**src/rtl/calendar_ctrl.sv**
```systemverilog
// Calendar controller: day/month/year with edge-detected requests; CAL_LEAP_YEAR_EN enables Feb 29 on year[1:0]==0.
// Latency: request edge -> grant +1, day +2, month +3, year +4 cycles; busy while the FSM is out of IDLE.
// No backpressure: one pending flag per source; a repeat edge while still pending sets the sticky dropped flag.
module calendar_ctrl (
  input  logic       clk,
  input  logic       reset,
  input  logic       day_tick,
  input  logic       adj_day,
  input  logic       adj_month,
  output logic [4:0] day,
  output logic [3:0] month,
  output logic [6:0] year,
  output logic       end_of_month,
  output logic       end_of_year,
  output logic       busy,
  output logic       dropped
);
  typedef enum logic [2:0] {IDLE, DAY, MONTH, YEAR, CLAMP} state_t;

  state_t     state;
  logic [2:0] req_now, req_prev, req_edge, pend, grant;
  logic       month_adj;
  logic [4:0] feb_days, dim;

  assign req_now  = {adj_month, adj_day, day_tick};
  assign req_edge = req_now & ~req_prev;
  assign busy     = (state != IDLE);

`ifdef CAL_LEAP_YEAR_EN
  assign feb_days = (year[1:0] == 2'b00) ? 5'd29 : 5'd28;
`else
  assign feb_days = 5'd28;
`endif

  always_comb begin
    case (month)
      4'd2:                    dim = feb_days;
      4'd4, 4'd6, 4'd9, 4'd11: dim = 5'd30;
      default:                 dim = 5'd31;
    endcase
  end

  // Bit 0 day_tick, bit 1 adj_day, bit 2 adj_month; lowest index wins.
  always_comb begin
    grant = 3'b000;
    if (state == IDLE) begin
      if (pend[0])      grant = 3'b001;
      else if (pend[1]) grant = 3'b010;
      else if (pend[2]) grant = 3'b100;
    end
  end

  always_ff @(posedge clk) begin
    req_prev <= req_now;
    if (reset) begin
      state        <= IDLE;
      pend         <= 3'b000;
      month_adj    <= 1'b0;
      day          <= 5'd1;
      month        <= 4'd1;
      year         <= 7'd0;
      end_of_month <= 1'b0;
      end_of_year  <= 1'b0;
      dropped      <= 1'b0;
    end else begin
      pend         <= req_edge | (pend & ~grant);
      end_of_month <= 1'b0;
      end_of_year  <= 1'b0;
      if (|(req_edge & pend & ~grant))
        dropped <= 1'b1;

      case (state)
        IDLE: begin
          if (grant[0] || grant[1]) begin
            month_adj <= 1'b0;
            state     <= DAY;
          end else if (grant[2]) begin
            month_adj <= 1'b1;
            state     <= MONTH;
          end
        end
        DAY: begin
          if (day < dim) begin
            day   <= day + 5'd1;
            state <= IDLE;
          end else begin
            day   <= 5'd1;
            state <= MONTH;
          end
        end
        MONTH: begin
          if (month_adj) begin
            month <= (month == 4'd12) ? 4'd1 : month + 4'd1;
            state <= CLAMP;
          end else begin
            end_of_month <= 1'b1;
            if (month == 4'd12) begin
              month <= 4'd1;
              state <= YEAR;
            end else begin
              month <= month + 4'd1;
              state <= IDLE;
            end
          end
        end
        YEAR: begin
          end_of_year <= 1'b1;
          year        <= (year == 7'd99) ? 7'd0 : year + 7'd1;
          state       <= IDLE;
        end
        CLAMP: begin
          // dim here already reflects the month written in the previous cycle
          if (day > dim)
            day <= dim;
          state <= IDLE;
        end
        default: state <= IDLE;
      endcase
    end
  end
endmodule

```
**config.mk**
```make
export PLATFORM = sky130hd
export DESIGN_NAME = calendar_ctrl
export DESIGN_NICKNAME = d
export VERILOG_FILES = /design/src/rtl/calendar_ctrl.sv
export SDC_FILE = /design/constraint.sdc
export NUM_CORES = 1
export LEC_CHECK = 0
export ABC_AREA = 1
export CELL_PAD_IN_SITES_DETAIL_PLACEMENT = 0
export CELL_PAD_IN_SITES_GLOBAL_PLACEMENT = 1
export CORE_UTILIZATION = 30
export DETAILED_ROUTE_END_ITERATION = 8
export PLACE_DENSITY = 0.78
export SYNTH_ARGS = -nofsm -noshare
export SYNTH_HDL_FRONTEND = slang
export SYNTH_SLANG_ARGS = --single-unit
export TNS_END_PERCENT = 100
```
**constraint.sdc**
```tcl
create_clock -name clk -period 3.94 [get_ports clk]
set_clock_uncertainty 0.05 [all_clocks]
set_input_delay 0.788 -clock clk [delete_from_list [all_inputs] [get_ports clk]]
set_output_delay 0.788 -clock clk [all_outputs]
set_load 0.1 [all_outputs]
```
==> summary by stage, run 1 <==
Run status
The run finished with clean final reports.

Layout
Leaving out fill and tap cells, the most frequent cells in the layout are sky130_fd_sc_hd__nand2_1, sky130_fd_sc_hd__inv_1, sky130_fd_sc_hd__nor2_1. Fill cells in the final layout number 507. 0 antenna diodes ended up in the layout. The library cell used most frequently in the layout, excluding fill and tap cells, is sky130_fd_sc_hd__nand2_1. Of the cells placed in the final design, the portion with a size suffix greater than 1 is 0.05328. The multi-input combinational cells in the finished layout cover a total of between 700 and 800 um2. The signed area change from the synthesized netlist to the final layout is 27.40%. After the last flow step, the layout net total stands at 256. In the final layout, flip-flops and latches occupy 580.6 um2.

Global route
The met2 usage is 0.2055. The number of antenna violations at the first check in global routing came to 0. The global-route met3 utilization is 0.03889. Across every metal layer, demand over resource in global routing totals 0.1310. The number of global-route vias before repair is 1247. The global-route wire length before repair is between 5 and 6 mm. The largest net degree at the start of global routing is 14. After global routing, the most crowded layer is met2. The remaining global-route overflow is 0.

The met1 global-route usage is 0.1672.

Pwr
The standby leakage power is between 0.0008 and 0.0009 uW. VDD sags by at most 248.6 uV. Of the total power, combinational logic draws 0.254. The internal power is roughly 480 uW. The power dissipated by switching net loads is approximately 260 uW.

The power share of the clock group is 0.311. The share of power burned in registers is 0.435. Of the total power, the share spent switching nets is 0.3547. The completed layout was analyzed and its total power is 746.2 uW.

The power per unit of standard cell area is 398.4 mW/mm2.

Synthesis
After synthesis, the largest family of logic cells by area is simple AND/OR/NAND/NOR gates. The proportion of synthesized chip area in sequential cells is 0.3949. The synthesized-area fraction occupied by adder cells is 0.06809. The netlist uses 21 different library cells. The post-synthesis average cell area is 6.902 um2. Of the total synthesized cell area, the portion taken by XOR and XNOR cells is 0.02383. When the netlist entered floorplanning its net count stood at about 230. After synthesis, the share of cell area in mux cells is 0.

The synthesized-area fraction occupied by ao, oa, aoi and oai cells came to 0.09532. The library cell with the largest summed area after synthesis is sky130_fd_sc_hd__dfxtp_1. After synthesis the cells add up to 0.001470 mm2. The fraction of the mapped netlist area in simple logic gates is 0.3183. The area share of the largest cell type after synthesis is 0.3949. Synthesis inferred 29 register bits. The number of warnings issued by yosys is 0.

By area the synthesized netlist is led by sky130_fd_sc_hd__dfxtp_1, sky130_fd_sc_hd__nand2_1, sky130_fd_sc_hd__nand3_1. The instance count of the mapped netlist is 213.

CTS
The buffer depth of the longest clock path is 2. TritonCTS built the clock tree. Once the clock tree was built, the resizer swapped 0 gates to a different size. The number of hold buffers added after CTS is 0. The total number of clock tree sinks is 29. The clock input transition at the sequential cells of the worst setup and hold paths is about 0.07 ns. The depth of the CTS H-tree is 2.

In this run, CTS created clock tree buffers numbering 5. In this run the clock root is driven by a sky130_fd_sc_hd__clkbuf_8. Once the clock tree was built, the setup fixing pass inserted 0 buffers.

At the later pin of the worst-skew pair, clock insertion delay measures between 0.2 and 0.3 ns.

Drt
The count of nets left with antenna violations once routing finished came out at 0. The routed via count is approximately 1300. The DRC violation count after routing is 0. In the routed layout, each cell is associated on average with a via count of roughly 4.3. The final layout contains routed wiring with a total length of between 2 and 3 mm. The count of routing violations after the opening detailed-route iteration is 40. The routed length per instance is 9.453 um.

The pre-antenna-repair detailed-routing pass consisted of 4 iterations.

Job
Max-cap violations in this run came to 0.

Placement
In this run the tool buffered the top-level ports with 24 buffer cells. The placer's final routability congestion estimate is approximately 0.77. At the placement stage, the worst setup path has a slack of 1.350 ns. After legalization and detailed placement, the total HPWL measured between 2 and 2.5 mm.

Worst hold path
The classification of the worst-slack hold path is reg -> reg.

Setup path
In this run the worst path has a maximum fanout of 5. The endpoint arrival time on the critical path is slightly above 2 ns. The element type at the critical path start is a flip-flop. STA classifies the critical path endpoint as an output port. The required time of the worst setup path is between 3 and 4 ns. On the critical path, the stage with the largest delay is an instance of sky130_fd_sc_hd__clkdlybuf4s50_1. The delay contributed by the slowest stage of the critical path is between 1 and 1.5 ns.

The classification of the worst setup path is reg -> out. Traced cell by cell, the critical path runs through nor2_1 > nand2_1 > clkdlybuf4s50_1.

STA
The final-report hold violation count is 0. The share of the clock period used by the worst path is 0.7342. The number of pins with negative max-slew slack in the final report is 0. The routed design could run at a clock period as short as between 2 and 3 ns. The transition time at the pin with the least slew margin is approximately 0.96 ns. The worst pin sits at a relative slew slack of 0.3556. The setup slack of the critical path after layout is about 1.0 ns. The sum of negative setup slack is 0 ns. Derived from the worst setup path, the maximum achievable clock frequency is roughly 350 MHz.

The final-report setup violation count is 0. Setup repair after global routing left no endpoint under its margin.

Die
The die covers 0.005185 mm2. The total I/O pin count is 25. The floorplan step set the die height to just over 70 um. The starting density of the core is 0.3113. The core region is ~0.0047 mm2. Measured along the x axis, the die boundary spans 72.01 um. Row generation in the floorplan step produced 25 rows.
==> critical path, delay by kind of cell (launching register included) <==
kind                   cells  cell delay, ns
DFF                        1            0.38
buffers and inverters      1            1.16
and+or+nand+nor            2            0.23
==> power groups by stage <==
stage,registers [uW],logic [uW],clock network [uW]
after floorplan,398,80.3,0
after global placement,332,191,0
after detailed placement,332,190,0
after CTS,325,191,242
after global routing,328,206,253
final,325,189,232
==> synthesized netlist by cell type <==
master and instances:
sky130_fd_sc_hd__clkbuf_1 1, sky130_fd_sc_hd__nand4_1 3, sky130_fd_sc_hd__o21ai_2 2, sky130_fd_sc_hd__nand2_2 1
sky130_fd_sc_hd__nor3_1 3, sky130_fd_sc_hd__inv_1 36, sky130_fd_sc_hd__ha_1 8, sky130_fd_sc_hd__nand3_1 28
sky130_fd_sc_hd__xor2_1 3, sky130_fd_sc_hd__o21ai_0 9, sky130_fd_sc_hd__nor2_4 1, sky130_fd_sc_hd__inv_2 1
sky130_fd_sc_hd__a21oi_1 14, sky130_fd_sc_hd__nand2_1 39, sky130_fd_sc_hd__dfxtp_1 29, sky130_fd_sc_hd__xnor2_1 1
sky130_fd_sc_hd__clkinv_1 1, sky130_fd_sc_hd__o21bai_1 1, sky130_fd_sc_hd__nand3b_1 1, sky130_fd_sc_hd__nor2_1 30
sky130_fd_sc_hd__nand3_2 1
==> state kept, by name, summed over array words and instances, names as in the netlist <==
register	flops
day	5
end_of_month	1
month	4
month_adj	1
year	7
state	3
dropped	1
req_prev	3
end_of_year	1
pend	3
==> cells by family after synthesis <==
logic type      count (synthesis)
fa+ha+maj                       8
buf+inv                        39
flops                          29
simple gates                  107
xor+xnor                        4
compound gates                 26
==> area by class of cell <==
cell class / count / area share
clock buffer: 6 / 0.03874
clock inverter: 2 / 0.005344
inverter: 38 / 0.07615
multi-input combinational: 145 / 0.3968
sequential: 29 / 0.3100
tap: 67 / 0.04476
timing repair buffer: 24 / 0.1283
==> per-layer routing <==
| layer | part of all wire | up-vias |
|---|---|---|
| met5 | 0 | - |
| met4 | 0.014 | 0 |
| met3 | 0.025 | 4 |
| met2 | 0.47 | 18 |
| met1 | 0.49 | 587 |
| li1 | - | 738 |
==> path summary, 6_finish.rpt <==
kind,cells past startpoint,slack (ns),end,start
max,3,1.05,busy,state[0]
min,1,0.37,end_of_month,month_adj
max reg2reg,12,1.87,day[1],month[0]
min reg2reg,1,0.37,end_of_month,month_adj
==> through the flow <==
step,hold slack (ns),cells,util,area (um2)
floorplan,0.3513,213,-,1470
global placement,0.3646,303,0.3791,1790
detailed placement,0.3648,303,0.3791,1790
CTS,0.3748,311,0.3966,1873
global route,0.3894,311,0.3966,1873
finish,0.3709,311,0.3966,1873
Power figures use the tool's default switching activity.
==> run 2: changes to the inputs <==
==> constraint.sdc (replaced) <==
create_clock -name clk -period 2.8 [get_ports clk]
set_clock_uncertainty 0.05 [all_clocks]
set_input_delay 0.56 -clock clk [delete_from_list [all_inputs] [get_ports clk]]
set_output_delay 0.56 -clock clk [all_outputs]
set_load 0.1 [all_outputs]
==> summary by stage, run 2 (same netlist as run 1, synthesis figures left out) <==
STA
Headroom to the max-slew limit came out at 0.7224. Hold is met by around 0.37 ns. The timing-limited maximum frequency is about 500 MHz. The final-report hold violation count came to 0. The transition time at the pin with the least slew margin is around 0.41 ns. For the final routed database, the setup TNS stands at 0 ns. Dividing the final minimum period by the clock period gives 0.7141. The number of pins with negative max-slew slack in the final report is 0. Setup violations remaining at the end of the flow were counted as 0.

Setup repair after global routing left no endpoint under its margin. The clock period minus worst slack is 1.999 ns.

Layout
The library cells used most frequently in the layout, excluding fill and tap cells, are sky130_fd_sc_hd__nand2_1, sky130_fd_sc_hd__inv_1, sky130_fd_sc_hd__nor2_1. The largest registers in the layout are year x7, day x5, month x4. The register with the most flip-flops in the layout has 7 of them. The final layout contains about 260 nets. The fill cell instance count of the final layout is roughly 520. The most common cell after layout, fill and taps aside is sky130_fd_sc_hd__nand2_1.

The signed area change from the synthesized netlist to the final layout is 24.34%. The largest register by flop count is year. Excluding fillers, the count of instances in the completed layout stands at roughly 310.

The antenna diode count is 0. The share of layout cells above drive strength 1 is 0.1306.

Die
The floorplan core area is 0.004723 mm2. The die is roughly 70 um wide. The die extent in y is 72.01 um. The starting density of the core is 0.3113. The floorplan step defined a die boundary enclosing between 0.005 and 0.006 mm2. The number of core rows is 25. The total I/O pin count is 25.

CTS
The buffer depth of the longest clock path is 2. TritonCTS built the clock tree. Post-CTS repair changed the size of 0 cells. The H-tree was split into 2 levels. The number of setup buffers added after CTS is 0. Buffers inserted during clock tree synthesis total 5. CTS saw 29 sinks. CTS placed an instance of sky130_fd_sc_hd__clkbuf_8 at the clock tree root. The clock reaches the later pin of the worst-skew pair after ~0.27 ns. Hold repair after CTS inserted 0 buffers.

The clock input transition at the sequential cells of the worst setup and hold paths is 0.06 ns.

Drt
The first routing iteration left 44 violations. For this run, design rule violations remaining after detail routing come to 0. The total length of routed wires is a little under 3 mm. For this run, the detailed router's first-pass iteration total came to 4. The mean number of vias per cell is 4.330. The detail route stage leaves a number of antenna-violating nets equal to 0. The routed via count is about 1400. The routed length per instance is 9.269 um.

Pwr
VDD sags by at most between 200 and 250 uV. The standby leakage power is approximately 0.00087 uW. Power spread over the standard cell area amounts to around 570 mW/mm2.

Global route
Across every metal layer, demand over resource in global routing totals 0.1340. The met1 global-route usage is 0.1667. In the global route stage, met3 resource usage came out at 0.03889.

The number of global-route vias before repair was 1269. The number of antenna violations at the first check in global routing came to 0. The global-route wire length before repair is between 5 and 6 mm.

For this run, global-route usage on met2 was measured as 0.2055. Entering global routing, the biggest net connects 13 pins. The global-route layer with the greatest usage is met2. The remaining global-route overflow is 0.

Setup path
Of all nets on the critical path, the largest fanout is 5. The worst reg-to-reg setup slack is 0.80 ns. The required time of the worst setup path is just under 3 ns. The classification of the worst setup path is reg -> reg. Data arrives at the worst endpoint at around 2.1 ns.

STA classifies the critical path startpoint as a flip-flop. The kind of end point of the critical path is a flip-flop.

Placement
Buffers placed on the I/O ports in this run total 24. The number of cells after detailed placement is just over 300. Routability-driven placement finished with a final weighted congestion of approximately 0.78. The post-detailed-placement half-perimeter wirelength is between 2 and 2.5 mm.

Worst hold path
The path class of the tightest hold or removal check is reg -> reg.

Run status
The run finished with clean final reports.

Job
The max-capacitance violation count is 0.
==> run 2: cell count changes in the layout (fill, tap and decap cells not counted), sizes merged <==
| cell | change |
|---|---|
| buf | +21 |
| clkdlybuf4s50 | -20 |
| clkbuf | +2 |
| clkinv | -2 |
==> run 2: where the power goes <==
group	internal, uW	switching, uW
clock network	176	142
logic	64.9	196
registers	436	21.7
==> run 2: metal layers <==
layer	vias to the layer above	wire length [um]
met5	-	0
met4	0	59
met3	5	99
met2	19	1316
met1	589	1417
li1	738	-
==> run 2: area by class of cell <==
type / instances / area [um2] / share of cell area
multi-input cells: 145 / 743.2 / 0.4066
flip-flops and latches: 29 / 580.6 / 0.3176
repair buffers: 25 / 197.7 / 0.1081
inverters: 38 / 142.6 / 0.07803
well taps: 67 / 83.83 / 0.04586
clock buffers: 8 / 80.08 / 0.04381
==> run 2: worst paths after layout <==
check / from / cells after the start / endpoint
hold reg to reg: month_adj / 1 / end_of_month
setup / recovery: month[0] / 12 / day[1]
setup reg to reg: month[0] / 12 / day[1]
hold / removal: month_adj / 1 / end_of_month
==> run 2: metrics by stage <==
stage / power, uW / util / setup WS [ns] / cell area, um2
2_1_floorplan: 673.8 / - / 0.1265 / 1470
3_3_place_gp: 731.7 / 0.3701 / 0.8271 / 1748
3_5_place_dp: 730.2 / 0.3701 / 0.7946 / 1748
4_1_cts: 1056 / 0.3870 / 0.7738 / 1828
5_1_grt: 1101 / 0.3870 / 0.5719 / 1828
6_report: 1037 / 0.3870 / 0.8005 / 1828
==> run 2: worst max-delay path: stages (launching register included) <==
cell and delay (ns):
sky130_fd_sc_hd__dfxtp_1 0.39, sky130_fd_sc_hd__inv_1 0.10, sky130_fd_sc_hd__ha_1 0.21, sky130_fd_sc_hd__o21ai_0 0.15, sky130_fd_sc_hd__nand3_1 0.11, sky130_fd_sc_hd__nand2_1 0.08, sky130_fd_sc_hd__ha_1 0.21, sky130_fd_sc_hd__nand2_1 0.07
sky130_fd_sc_hd__nand3_1 0.10, sky130_fd_sc_hd__o21ai_2 0.21, sky130_fd_sc_hd__inv_2 0.06, sky130_fd_sc_hd__nor2_1 0.11, sky130_fd_sc_hd__nor2_1 0.04
